## src/rtl/regfile_2r1w_fill.sv

```systemverilog
// Two-read/one-write register file with a built-in fill sequencer (BUSY/DONE status).
// Optional macro REGFILE_BYPASS_EN forwards same-cycle writes to the read ports.
module regfile_2r1w_fill #(
  parameter int NUM_REGS  = 8,
  parameter int REG_SIZE  = 4,
  parameter int ADDR_SIZE = 3
) (
  input  logic                 CLK,
  input  logic                 CLR,
  input  logic                 WrEn,
  input  logic [ADDR_SIZE-1:0] WA,
  input  logic [REG_SIZE-1:0]  DIN,
  input  logic [ADDR_SIZE-1:0] RA0,
  input  logic [ADDR_SIZE-1:0] RA1,
  output logic [REG_SIZE-1:0]  DOUT0,
  output logic [REG_SIZE-1:0]  DOUT1,
  input  logic                 FILL,
  input  logic [REG_SIZE-1:0]  FILL_VAL,
  output logic                 BUSY,
  output logic                 DONE
);

  typedef enum logic [1:0] {IDLE, FILLING, DONE_ST} state_e;

  localparam logic [ADDR_SIZE:0]   NREGS = (ADDR_SIZE+1)'(NUM_REGS);
  localparam logic [ADDR_SIZE-1:0] LAST  = ADDR_SIZE'(NUM_REGS-1);

  state_e               state_q, state_d;
  logic [ADDR_SIZE-1:0] cnt_q, cnt_d;
  logic [REG_SIZE-1:0]  fill_q, fill_d;
  logic                 busy_q, busy_d, done_q, done_d;
  logic [REG_SIZE-1:0]  regs_q [NUM_REGS];
  logic                 wr_ok;
  logic [REG_SIZE-1:0]  dout0, dout1;

  assign wr_ok = WrEn && (state_q == IDLE) && ({1'b0, WA} < NREGS);

  always_ff @(posedge CLK or posedge CLR) begin
    if (CLR) begin
      state_q <= IDLE;
      cnt_q   <= '0;
      fill_q  <= '0;
      busy_q  <= 1'b0;
      done_q  <= 1'b0;
    end else begin
      state_q <= state_d;
      cnt_q   <= cnt_d;
      fill_q  <= fill_d;
      busy_q  <= busy_d;
      done_q  <= done_d;
    end
  end

  // Counter holds at LAST on exit; a new fill reloads it to zero.
  always_comb begin
    state_d = state_q;
    cnt_d   = cnt_q;
    fill_d  = fill_q;
    case (state_q)
      IDLE: if (FILL) begin
        fill_d  = FILL_VAL;
        cnt_d   = '0;
        state_d = FILLING;
      end
      FILLING: begin
        if (cnt_q == LAST) state_d = DONE_ST;
        else               cnt_d   = cnt_q + 1'b1;
      end
      DONE_ST: state_d = IDLE;
      default: state_d = IDLE;
    endcase
  end

  always_comb begin
    busy_d = (state_d == FILLING);
    done_d = (state_d == DONE_ST);
  end

  assign BUSY = busy_q;
  assign DONE = done_q;

  always_ff @(posedge CLK or posedge CLR) begin
    if (CLR) begin
      for (int i = 0; i < NUM_REGS; i++) regs_q[i] <= '0;
    end else begin
      for (int i = 0; i < NUM_REGS; i++) begin
        if (state_q == FILLING && cnt_q == ADDR_SIZE'(i)) regs_q[i] <= fill_q;
        else if (wr_ok && WA == ADDR_SIZE'(i))            regs_q[i] <= DIN;
      end
    end
  end

  // Address decode by compare keeps out-of-range reads at zero.
  always_comb begin
    dout0 = '0;
    dout1 = '0;
    for (int i = 0; i < NUM_REGS; i++) begin
      if (RA0 == ADDR_SIZE'(i)) dout0 = regs_q[i];
      if (RA1 == ADDR_SIZE'(i)) dout1 = regs_q[i];
    end
`ifdef REGFILE_BYPASS_EN
    if (wr_ok && RA0 == WA) dout0 = DIN;
    if (wr_ok && RA1 == WA) dout1 = DIN;
    if (state_q == FILLING && RA0 == cnt_q) dout0 = fill_q;
    if (state_q == FILLING && RA1 == cnt_q) dout1 = fill_q;
`else
`endif
  end

  assign DOUT0 = dout0;
  assign DOUT1 = dout1;

endmodule

```

## config.mk

```make
export PLATFORM = sky130hd
export DESIGN_NAME = regfile_2r1w_fill
export DESIGN_NICKNAME = d
export VERILOG_FILES = /design/src/rtl/regfile_2r1w_fill.sv
export SDC_FILE = /design/constraint.sdc
export NUM_CORES = 1
export LEC_CHECK = 0
export ABC_AREA = 1
export BUFFER_PORTS_ARGS = -buffer_cell sky130_fd_sc_hd__buf_2
export CORE_MARGIN = 4
export CORE_UTILIZATION = 53
export DETAILED_ROUTE_END_ITERATION = 10
export PLACE_DENSITY = 0.76
export SYNTH_ARGS = -nofsm -noshare
export SYNTH_HDL_FRONTEND = slang
export SYNTH_SLANG_ARGS = --single-unit
```

## constraint.sdc

```tcl
create_clock -name CLK -period 1.6 [get_ports CLK]
set_clock_uncertainty 0.1 [all_clocks]
set_input_delay 0.24 -clock CLK [delete_from_list [all_inputs] [get_ports CLK]]
set_output_delay 0.24 -clock CLK [all_outputs]
set_load 0.02 [all_outputs]
```

==> results.tsv <==
metric	value	unit
outcome	finished, violations left	
failing checks	negative setup slack	
Die W	80.0	um
P per Cell Area	1600	nW/um^2
layout cell share with drive strength beyond 1	0.263	
Net count, final	467	
Syn. warnings	0	
placed insts	488	
Worst VDD drop	1100	uV
final WL	8.06	mm
I/O pin count	31	
Fill cells	404	
Psw	0.00239	W
Sw Ratio	0.437	
sequential fraction of the synthesis area	0.391	
Comb power frac	0.453	
Yosys reg bits	43	
PnR worst setup slack	-0.145	ns
CP bufs+invs	1	
leakage	1.65	nW
multi-input logic area	1510	um^2
Detailed Place HPWL	6.03	mm
min Tclk post-route	1.74	ns
core area	4880	um^2
Slew Viols, Final	0	
gpl congestion	0.955	
DRT Pass-1 Iters	5	
Period Utilization, post-route	1.09	
number of global-route vias before repair	2717	
Pint	0.00309	W
Rel. slew slack	0.650	
critical path class	flop to primary output	
Cell Chain, Critical Path	nand4_1, nand2_1, nor2_1, nand3_1, nand2_1, nand3_2, buf_6	
Max stage delay cell, worst path	dfrtp_1	
CTS tree	built	
Routed wire per std cell	15.9	um
Reg clk slew, reported paths	0.08	ns
Iteration-0 DRC Markers	194	
DRC viols	0	
CP max stage delay	0.43	ns
CP dominant cell by count	nand2_1	
die area	6410	um^2
Worst-Margin Slew	0.521	ns
Initial Util	0.564	
Post-Layout Cell Count	508	
critical path fanouts, max	3	
worst hold path type	input pin to flop	
Reg area	1080	um^2
sequential share of power	0.386	
pre-CTS setup slack	-0.0123	ns
ANT nets after route	0	
initial antenna violation count	0	
Mapped Nets	406	
CP required	1.26	ns
Fmax achieved	573	MHz
Clock power frac	0.161	
area grow syn2layout	24.2	%
mean post-synth cell area	7.26	um^2
synthesized instance count	379	
Cell Rows	25	
Via Count	2905	
Port Buf Inserts	30	
critical path arrival	1.40	ns
Netlist cell types	21	
Root Buffer	clkbuf_8	
max cap viols	0	
Die Ht	80.0	um
Crit. End Element	primary output	
Top delay family on crit path	simple AND/OR/NAND/NOR gates	
GR Util All Layers	0.265	
Final Util	0.700	
unrepaired setup endpoints after global routing	true	
CTS Buf Count	5	
largest net degree at the start of global routing	31	
first-pass GRT wire length	12.9	mm
post-synthesis cell area	2750	um^2
Final Hold Viols	0	
Num Clock Sinks	43	
setup violators final	8	
Max H-tree Level	2	
Worst-Skew Late Latency	0.30	ns
gr ovfl total	0	
Fin Setup TNS	-0.832	ns
ant diodes	0	
clk buf depth	2	
vias per cell	5.72	
CP startpoint kind	flop	
-- power by group through the flow --
| stage | Combinational (W) | Clock [W] | Sequential [W] |
|---|---|---|---|
| floorplan | 0.00151 | 0 | 0.00192 |
| CTS | 0.00223 | 0.000890 | 0.00207 |
| global route | 0.00277 | 0.000943 | 0.00216 |
| global placement | 0.00206 | 0 | 0.00209 |
| detailed placement | 0.00211 | 0 | 0.00210 |
| finish | 0.00248 | 0.000885 | 0.00211 |
-- flip-flops by register name, summed over array words and instances, names as in the netlist --
signal / cells
state_q: 2
BUSY: 1
fill_q: 4
DONE: 1
regs_q: 32
cnt_q: 3
-- per-layer routing --
layer / share of wire / track usage
met1: 0.40 / 0.325
met4: 0.034 / 0.147
met3: 0.080 / 0.0406
met5: 0 / 0
met2: 0.48 / 0.443
-- timing repair --
item / CTS / global route
hold buffers: 1 / 0
gates cloned: 0 / 0
setup buffers: 5 / 6
gates resized for setup: 3 / 32
pin swaps: 3 / 11
endpoints found under the setup margin: 10 / 39
endpoints found under the hold margin: 13 / 0
-- final timing paths --
check	start	cells past startpoint	slack, ns	end
worst max-delay path	regs_q[24]$_DFFE_PP0P_	7	-0.14	DOUT0[0]
worst min-delay path	FILL_VAL[0]	3	0.04	fill_q[0]$_DFFE_PP0P_
worst max register to register	cnt_q[0]$_DFFE_PP0P_	7	0.08	regs_q[21]$_DFFE_PP0P_
worst min register to register	regs_q[13]$_DFFE_PP0P_	2	0.45	regs_q[13]$_DFFE_PP0P_
max in group asynchronous	CLR	4	0.56	regs_q[3]$_DFFE_PP0P_
min in group asynchronous	CLR	3	0.36	regs_q[25]$_DFFE_PP0P_
-- stage by stage --
stage	hold WS, ns	instance area (um^2)	total power (W)
after global placement	0.130	3120	0.00415
after detailed placement	0.131	3120	0.00421
final	0.0445	3420	0.00548
after floorplan	0.261	2750	0.00342
after CTS	0.0438	3300	0.00519
after global routing	0.0623	3420	0.00587
-- placed cells by master (no fill, tap or decap), types with 2 or more instances in the layout --
cell type,instances
a21oi_1,12
a22oi_1,5
buf_12,2
buf_2,28
buf_4,32
clkbuf_8,6
dfrtp_1,42
ha_1,3
ha_2,2
inv_1,38
inv_2,12
nand2_1,84
nand2_2,3
nand2_4,3
nand3_1,29
nand3_2,2
nand4_1,29
nor2_1,41
nor2_2,8
nor3_1,9
nor3_2,7
nor3_4,4
o211ai_1,16
o21ai_0,11
o21ai_1,3
-- cell families (layout without fill, tap and decap cells) --
family,count (synthesis),after routing,share of synthesized area
adder cells (fa/ha/maj),6,6,0.0273
AO/OA/AOI/OAI,49,49,0.110
AND/OR/NAND/NOR,220,220,0.383
flip-flops,43,43,0.391
buffers and inverters,61,123,0.0887
-- cells in the mapped netlist --
cell type,n,area [um^2]
ha_1,6,75.1
nand4_1,29,181
o22ai_1,1,6.26
nor3_4,2,32.5
o21ai_0,14,70.1
o21ai_2,1,8.76
dfrtp_1,43,1080
nand2_1,87,327
nor3_2,8,80.1
inv_1,47,176
nor3_1,10,50.1
nand2_4,3,33.8
nor2_2,2,12.5
buf_4,1,7.51
buf_2,9,45.0
nor2_1,48,180
nand3_1,31,155
o211ai_1,16,120
a22oi_1,5,37.5
inv_2,4,15.0
a21oi_1,12,60.1
-- tightest hold or removal path: stages --
cell	delay, ns
buf_2	0.07
nand2_1	0.04
o21ai_0	0.06
-- layout make-up --
class / count / share of cell area
multi-input cells: 275 / 0.440
clock inverters: 2 / 0.0103
well taps: 67 / 0.0245
flip-flops and latches: 43 / 0.315
clock buffers: 6 / 0.0242
repair buffers: 64 / 0.129
inverters: 51 / 0.0560
(Power assumes the default switching activity.)
